$ cat config.mk
export PLATFORM = sky130hd
export DESIGN_NAME = fetch_queue
export DESIGN_NICKNAME = d
export VERILOG_FILES = /design/src/rtl/fewcore_pkg.sv /design/src/rtl/fq_fifo.sv /design/src/rtl/fetch_queue.sv
export SDC_FILE = /design/constraint.sdc
export NUM_CORES = 1
export LEC_CHECK = 0
export ABC_CLOCK_PERIOD_IN_PS = 6300
export BUFFER_PORTS_ARGS = -buffer_cell sky130_fd_sc_hd__buf_4
export CAP_MARGIN = 40
export CORE_ASPECT_RATIO = 0.9
export CORE_UTILIZATION = 40
export DETAILED_ROUTE_END_ITERATION = 10
export PLACE_DENSITY_LB_ADDON = 0.05
export SYNTH_ARGS = -nofsm -noshare
export SYNTH_HDL_FRONTEND = slang
export SYNTH_HIERARCHICAL = 1
export SYNTH_SLANG_ARGS = --single-unit
$ cat constraint.sdc
create_clock -name clk -period 6.3 [get_ports clk]
set_input_delay 1.26 -clock clk [delete_from_list [all_inputs] [get_ports clk]]
set_output_delay 1.26 -clock clk [all_outputs]
set_load 0.01 [all_outputs]
$ cat src/rtl/fewcore_pkg.sv
`default_nettype none
// ----------------------------------------------------------------------------
// fewcore_pkg : shared widths, boot address and queue entry type for fetch
// Revision    : 1.0
// ----------------------------------------------------------------------------
package fewcore_pkg;

  localparam int XLEN       = 32;
  localparam int INST_BYTES = 4;

  localparam logic [XLEN-1:0] DEFAULT_RESET_PC = 32'h0000_0000;

  typedef struct packed {
    logic [XLEN-1:0] pc;
    logic [XLEN-1:0] inst;
  } fq_entry_t;

  function automatic logic [XLEN-1:0] align_pc(input logic [XLEN-1:0] addr);
    return {addr[XLEN-1:2], 2'b00};
  endfunction

  // Sequential fetch address; wraps naturally at 2^XLEN.
  function automatic logic [XLEN-1:0] next_pc(input logic [XLEN-1:0] addr);
    return addr + XLEN'(INST_BYTES);
  endfunction

endpackage
`default_nettype wire

$ cat src/rtl/fq_fifo.sv
`default_nettype none
// ----------------------------------------------------------------------------
// fq_fifo : ring buffer of {pc, inst} entries with push, pop, flush and count
// Revision: 1.0
// ----------------------------------------------------------------------------
module fq_fifo
  import fewcore_pkg::*;
#(
  parameter int DEPTH = 4
) (
  input  logic                         clk,
  input  logic                         rst,
  input  logic                         push,
  input  fq_entry_t                    push_data,
  input  logic                         pop,
  input  logic                         flush,
  output fq_entry_t                    head_data,
  output logic [$clog2(DEPTH+1)-1:0]   count,
  output logic                         empty
);

  localparam int PTR_W = $clog2(DEPTH);
  localparam int CNT_W = $clog2(DEPTH + 1);

  fq_entry_t        mem_q [DEPTH];
  logic [PTR_W-1:0] head_q, head_d;
  logic [PTR_W-1:0] tail_q, tail_d;
  logic [CNT_W-1:0] count_q, count_d;
  logic             do_push;
  logic             do_pop;
  logic             full;

  always_comb begin
    do_push = push & ~flush;
    do_pop  = pop & ~flush & (count_q != '0);
    head_d  = head_q;
    tail_d  = tail_q;
    count_d = count_q;
    if (flush) begin
      head_d  = tail_q;
      count_d = '0;
    end else begin
      if (do_push) tail_d = tail_q + 1'b1;
      if (do_pop)  head_d = head_q + 1'b1;
      case ({do_push, do_pop})
        2'b10:   count_d = count_q + 1'b1;
        2'b01:   count_d = count_q - 1'b1;
        default: count_d = count_q;
      endcase
    end
  end

  always_ff @(posedge clk or posedge rst) begin
    if (rst) begin
      head_q  <= '0;
      tail_q  <= '0;
      count_q <= '0;
    end else begin
      head_q  <= head_d;
      tail_q  <= tail_d;
      count_q <= count_d;
    end
  end

  // Entry storage carries no reset; contents only matter while counted.
  always_ff @(posedge clk) begin
    if (do_push) mem_q[tail_q] <= push_data;
  end

  assign full      = (count_q == CNT_W'(DEPTH));
  assign empty     = (count_q == '0);
  assign count     = count_q;
  assign head_data = mem_q[head_q];

  a_no_overflow: assert property (@(posedge clk) disable iff (rst)
    !(do_push && !do_pop && full));

endmodule
`default_nettype wire

$ cat src/rtl/fetch_queue.sv
`default_nettype none
// ----------------------------------------------------------------------------
// fetch_queue : instruction fetch issue/pending control in front of fq_fifo
// Revision    : 1.0
// ----------------------------------------------------------------------------
module fetch_queue
  import fewcore_pkg::*;
#(
  parameter int              DEPTH    = 4,
  parameter logic [XLEN-1:0] RESET_PC = DEFAULT_RESET_PC
) (
  input  logic            clk,
  input  logic            reset,
  output logic [XLEN-1:0] imem_addr,
  output logic            imem_req,
  input  logic            imem_ready,
  input  logic            imem_rvalid,
  input  logic [XLEN-1:0] imem_rdata,
  input  logic            originPc,
  input  logic [XLEN-1:0] pcBranch,
  output logic            inst_valid,
  input  logic            inst_ready,
  output logic [XLEN-1:0] inst_out,
  output logic [XLEN-1:0] pc_out
);

  localparam int CNT_W = $clog2(DEPTH + 1);

  logic [XLEN-1:0]  fetch_pc_q, fetch_pc_d;
  logic [XLEN-1:0]  req_pc_q, req_pc_d;
  logic             pending_q, pending_d;
  logic             discard_q, discard_d;
  logic [CNT_W-1:0] count;
  logic [CNT_W:0]   inflight;
  logic             fifo_empty;
  logic             accept;
  logic             resp;
  logic             push;
  logic             pop;
  fq_entry_t        push_entry;
  fq_entry_t        head_entry;

  assign inst_valid = ~fifo_empty;
  assign inst_out   = head_entry.inst;
  assign pc_out     = head_entry.pc;
  assign imem_addr  = fetch_pc_q;

  // Queued entries plus the one in flight must leave room for the response.
  always_comb begin
    inflight        = {1'b0, count} + {{CNT_W{1'b0}}, pending_q};
    imem_req        = ~reset & ~originPc & (inflight < (CNT_W+1)'(DEPTH));
    accept          = imem_req & imem_ready;
    resp            = imem_rvalid & pending_q;
    push            = resp & ~discard_q & ~originPc;
    pop             = inst_valid & inst_ready & ~originPc;
    push_entry.pc   = req_pc_q;
    push_entry.inst = imem_rdata;
  end

  always_comb begin
    fetch_pc_d = fetch_pc_q;
    req_pc_d   = req_pc_q;
    pending_d  = pending_q;
    discard_d  = discard_q;
    if (originPc) begin
      fetch_pc_d = align_pc(pcBranch);
      // A response landing in the redirect cycle retires the outstanding
      // request; otherwise it is still out there and must be dropped later.
      pending_d  = pending_q & ~imem_rvalid;
      discard_d  = pending_q & ~imem_rvalid;
    end else begin
      if (resp) begin
        pending_d = 1'b0;
        discard_d = 1'b0;
      end
      if (accept) begin
        pending_d  = 1'b1;
        req_pc_d   = fetch_pc_q;
        fetch_pc_d = next_pc(fetch_pc_q);
      end
    end
  end

  always_ff @(posedge clk or posedge reset) begin
    if (reset) begin
      fetch_pc_q <= align_pc(RESET_PC);
      req_pc_q   <= '0;
      pending_q  <= 1'b0;
      discard_q  <= 1'b0;
    end else begin
      fetch_pc_q <= fetch_pc_d;
      req_pc_q   <= req_pc_d;
      pending_q  <= pending_d;
      discard_q  <= discard_d;
    end
  end

  fq_fifo #(
    .DEPTH (DEPTH)
  ) u_fifo (
    .clk       (clk),
    .rst       (reset),
    .push      (push),
    .push_data (push_entry),
    .pop       (pop),
    .flush     (originPc),
    .head_data (head_entry),
    .count     (count),
    .empty     (fifo_empty)
  );

endmodule
`default_nettype wire

==> flow_metrics.tcl, run 1 <==
set metrics [dict create \
    status "finished clean" \
    placed_area_um2 14650 \
    crit_start "u_fifo/head_q[0]" \
    cts-buffers-inserted 36 \
    hp-class "reg2reg" \
    finalMaxSlewViolations 0 \
    pre_cts_ws_ps 2355 \
    critPathTopFamily "flip-flops" \
    p_total_mw 5.605 \
    cts_tree "done" \
    gp_congestion 0.8402 \
    maxCapViolCount 0 \
    routed_wl_mm 27.28 \
    grt_start_max_net_pins 57 \
    slew_headroom 0.3930 \
    layout_commonest_cell "edfxtp_1" \
    ys.flop_type "edfxtp_1" \
    cts_resized 0 \
    htree_levels 2 \
    netlist.area_leader.share 0.5973 \
    end_kind "output pin" \
    die_width_um 191.1 \
    tightestPinTransition_ps 903.6 \
    setup_ws_ps 2667 \
    reg2reg_from "u_fifo/count[2]" \
    routedWlPerCell_um 19.97 \
    synth_edf_count 256 \
    grt_pass1_vias 7358 \
    criticalPathCategory "reg2out" \
    ant_nets 0 \
    synthCells 746 \
    finalSetupViolations 0 \
    cpMostUsedCell "buf_4" \
    synth_top_cell_by_area "edfxtp_1" \
    grt_antenna_before_repair 0 \
    first_iter_violations 382 \
    crit_path_max_incr_delay_ps 620 \
    cts_hold_buf 0 \
    path_clk_slew_ps 60 \
    worstSkewPairLatency_ps 520 \
    die_h_um 172.2 \
    fin_skew_ps 19.80 \
    critPathSlowestCell "dfrtp_4" \
    hp-start "req_pc_q[11]" \
    hpwl_mm 17.19 \
    irDropWorstVdd_v 0.0001962 \
    holdWs_ps 520.3 \
    num-nets-final 1006 \
    crit_required_ps 5040 \
    io_pins 168 \
    fin_area_um2 15790 \
    grt_use_total 0.1702 \
    fin_crit_sh 0.5766 \
    layout_common_cells "edfxtp_1, buf_4, nand2_1, dfrtp_1, mux4_2" \
    numClockSinks 325 \
    rsz0062_at_grt "no" \
    start_util 0.4113 \
    cts_root_buffer "clkbuf_16" \
    syn_to_final_growth_pct 22.68 \
    syn_avg_cell_area_um2 17.25 \
    yosysWarnings 6 \
    fillCellCount 2680 \
    hold_violations 0 \
    num_vias 7210 \
    path_max_fanout 21 \
    drc 0 \
    async_flop_share 0.2123 \
    core_um2 31290 \
    seq_area_frac_synth 0.7315 \
    arrival_ps 2370 \
    drive_above_1_share 0.3177 \
    post_cts_buffers 0 \
    fmax_ghz 0.2753 \
    overflow 0 \
    detail_route.vias_per_cell 5.278 \
    n_antenna_cell 0 \
    yosys.cell_types.count 60 \
    post-route-util 0.5046 \
    synth_seq_cells 325 \
    drtPass1Iterations 5 \
    layoutNonFillerInstCount 1366 \
    grt_pass1_wl_mm 42.26 \
    cts_buffer_depth 3 \
    crit_buf_inv 2 \
    p_per_area_nw_per_um2 355.0 \
    p_leak_nw 5.850 \
    rows 61 \
    port_buffers 163 \
    crit_path_cell_trace "buf_4 -> mux4_2 -> buf_4" \
    dp.cells 1301 \
    cp-start-kind "register" \
    period_needed_ps 3633 \
    die_area_um2 32900 \
    syn-cell-area_um2 12870 \
    setup_tns_ps 0 \
    yosys-top-cells-area "edfxtp_1, dfrtp_1, mux4_2" \
]
[layout make-up]
class	instances	area, um2	area share
flip-flops and latches	325	9422	0.5967
multi-input cells	376	3222	0.2041
repair buffers	176	1434	0.09082
clock buffers	46	959.7	0.06078
well taps	409	511.7	0.03241
clock inverters	19	183.9	0.01165
inverters	15	56.30	0.003566
[cell usage after synthesis, types with 5 or more instances]
library cell,number
nand4_1,10
mux2i_1,8
buf_6,6
nor2_1,14
mux4_2,64
nand2_1,117
clkbuf_1,14
a21oi_1,7
and2_1,7
dfrtp_1,69
nor3_1,6
inv_1,15
a221o_1,8
and3_1,6
o21ai_0,24
o211ai_1,6
nand3_1,14
buf_2,12
ha_1,5
edfxtp_1,256
[power breakdown]
group / leakage (nW) / internal, mW / switching (mW) / total (mW)
logic: 2.13 / 0.556 / 0.440 / 0.996
clock network: 0.546 / 1.21 / 0.796 / 2.00
registers: 3.17 / 2.44 / 0.165 / 2.61
total: 5.85 / 4.20 / 1.40 / 5.61
[state kept, by name, summed over array words and instances (netlist names)]
name / count
u_fifo/mem_q: 256
imem_addr: 30
req_pc_q: 30
u_fifo/count: 3
u_fifo/head_q: 2
u_fifo/tail_q: 2
discard_q: 1
pending_q: 1
[layer usage]
layer  global-route usage  vias to the layer above  part of all wire
met5                    0                        -                 0
li1                     -                     3276                 -
met1               0.2438                     3648              0.46
met2               0.2692                      248              0.47
met3              0.03126                       38             0.058
met4              0.04313                        0             0.017
[cells by family after synthesis]
kind of cell,Yosys count,synth area share
AOI/OAI and AO/OA,77,0.04132
xor gates and xnor gates,4,0.002723
adders and majority gates,6,0.006417
buffers and inverters,54,0.02158
DFF,325,0.7315
muxes,72,0.1182
other,1,0.0002914
and+or+nand+nor,207,0.07797
[worst register-to-register path, cell delays in order, from the launching register on]
cell and delay, ps:
dfrtp_1 510, nor3_1 630, nor3b_1 150, buf_4 220, o31ai_1 120, nor2_1 120
fa_1 500, a221oi_1 290, a31oi_1 120
[path summary, 6_finish.rpt]
| kind | to | slack [ps] | cells past startpoint |
|---|---|---|---|
| worst max-delay path | pc_out[27] | 2670 | 3 |
| worst min-delay path | u_fifo/mem_q[3][43] | 520 | 0 |
| worst max register to register | u_fifo/count[1] | 3490 | 8 |
| worst min register to register | u_fifo/mem_q[3][43] | 520 | 0 |
| max in group asynchronous | discard_q | 4520 | 3 |
| min in group asynchronous | u_fifo/tail_q[0] | 740 | 2 |
Note: power is estimated with default switching activity, not from simulation.
==> inputs of run 2 (changes only) <==
Settings changed: ABC_CLOCK_PERIOD_IN_PS 6300 to 3500.
Clock period 6.3 ns to 3.5 ns, I/O delays scaled along.
==> run 2 against run 1 <==
Cell count rose by 0.81%. Routed wire length rose by 1.2%. Non-clock buffer count grew 11. Sequential cell count is the same. Largest cell class unchanged.
==> flow_metrics.tcl, run 2 (synthesized netlist as in run 1, its figures left out) <==
set metrics [dict create \
    detail_route.vias_per_cell 5.248 \
    cts_root_buffer "clkbuf_16" \
    n_antenna_cell 0 \
    p_sw_frac 0.2517 \
    placed_area_um2 14690 \
    crit_required_ps 2800 \
    period_needed_ps 3088 \
    fmax_ghz 0.3238 \
    numClockSinks 325 \
    worstSkewPairLatency_ps 510 \
    num-nets-final 1017 \
    grt_pass1_wl_mm 43.39 \
    layout_common_cells "edfxtp_1, buf_4, nand2_1, dfrtp_1, mux4_2" \
    num_vias 7227 \
    finalSetupViolations 0 \
    die_h_um 172.2 \
    p_per_area_nw_per_um2 631.1 \
    dp.cells 1312 \
    rows 61 \
    layout_commonest_cell "edfxtp_1" \
    drtPass1Iterations 5 \
    finalMaxSlewViolations 0 \
    fin_area_um2 15790 \
    reg2reg_from "u_fifo/count[2]" \
    htree_levels 2 \
    top_register "u_fifo/mem_q" \
    largest_reg_flops 256 \
    drc 0 \
    cp-start-kind "register" \
    hold_violations 0 \
    grt_use_total 0.1725 \
    maxCapViolCount 0 \
    switchingPower_mw 2.507 \
    irDropWorstVdd_v 0.0002788 \
    p_total_mw 9.963 \
    intPower_mw 7.455 \
    post_cts_buffers 0 \
    status "finished clean" \
    fin_skew_ps 17.99 \
    ant_nets 0 \
    overflow 0 \
    seq_power_share 0.475 \
    rsz0062_at_grt "no" \
    criticalPathCategory "reg2out" \
    routedWlPerCell_um 20.04 \
    grt_start_max_net_pins 52 \
    pwr-share-comb 0.179 \
    fillCellCount 2689 \
    layoutNonFillerInstCount 1377 \
    path_max_fanout 31 \
    routed_wl_mm 27.60 \
    drive_above_1_share 0.3223 \
    cts-buffers-inserted 36 \
    start_util 0.4113 \
    p_leak_nw 5.878 \
    end_kind "output pin" \
    core_um2 31290 \
    die_width_um 191.1 \
    cts_resized 0 \
    syn_to_final_growth_pct 22.67 \
    hp-class "in2async" \
    die_area_um2 32900 \
    cts_tree "done" \
    arrival_ps 2390 \
    io_pins 168 \
    clkPwrFrac 0.347 \
    grt_pass1_vias 7638 \
    path_clk_slew_ps 60 \
    port_buffers 163 \
    cts_hold_buf 0 \
    crit_start "u_fifo/head_q[0]" \
    gp_congestion 0.7905 \
    first_iter_violations 425 \
    tightestPinTransition_ps 640.4 \
    fin_crit_sh 0.8823 \
    cts_buffer_depth 3 \
    setup_tns_ps 0 \
    grt_antenna_before_repair 0 \
    slew_headroom 0.5730 \
    hpwl_mm 17.75 \
]
## run 2: cell types whose count changed in the layout (fill, tap and decap cells not counted)
cell and change:
clkinv_1 -2, bufinv_16 -3, buf_4 +11, clkbuf_8 +2, clkinv_2 +2, clkinvlp_4 -3, inv_8 +1, inv_6 -3
clkinv_8 +1, clkbuf_16 +1, clkinv_4 -1, buf_16 -5, clkbuf_1 +5, buf_12 +5
## run 2: power groups by stage
| stage | Sequential, mW | Clock [mW] | Combinational, mW |
|---|---|---|---|
| after floorplan | 4.60 | 0 | 1.15 |
| after global placement | 4.80 | 0 | 1.80 |
| after detailed placement | 4.82 | 0 | 1.82 |
| after CTS | 4.74 | 3.56 | 1.82 |
| after global routing | 4.78 | 3.70 | 1.94 |
| final | 4.73 | 3.46 | 1.78 |
## run 2: worst paths after layout
kind | to | slack [ps] | cells past startpoint
hold reg to reg | u_fifo/mem_q[1][62] | 520 | 0
min in group clk | u_fifo/mem_q[2][6] | 400 | 1
setup / recovery | inst_out[30] | 410 | 3
setup reg to reg | u_fifo/count[1] | 710 | 9
hold / removal | u_fifo/count[2] | 190 | 2
max in group asynchronous | req_pc_q[24] | 2540 | 3
## run 2: critical path, cell delays in order, from the launching register on
cell	delay [ps]
dfrtp_4	850
buf_4	330
mux4_2	540
buf_4	160
## run 2: stage by stage
stage	setup WS, ps	hold slack [ps]	util
6_report	411.9	190.4	0.5045
5_1_grt	212.6	182.9	0.5045
4_1_cts	296.3	157.1	0.5045
2_1_floorplan	276.7	475.8	-
3_3_place_gp	694.5	494.1	0.4695
3_5_place_dp	625.2	506.2	0.4695
## run 2: layout make-up
cell class	count	area, um2	area share
clock buffer	54	1031	0.06530
clock inverter	11	66.31	0.004200
tap	409	511.7	0.03241
timing repair buffer	187	1479	0.09368
inverter	15	56.30	0.003566
sequential	325	9422	0.5968
multi-input combinational	376	3222	0.2041
## run 2: layer usage
metal / vias up / GRT usage / wire [um]
met4: 0 / 0.04348 / 380
met1: 3660 / 0.2533 / 13010
met3: 31 / 0.03166 / 1640
met5: - / 0 / 0
met2: 234 / 0.2659 / 12570
li1: 3302 / - / -
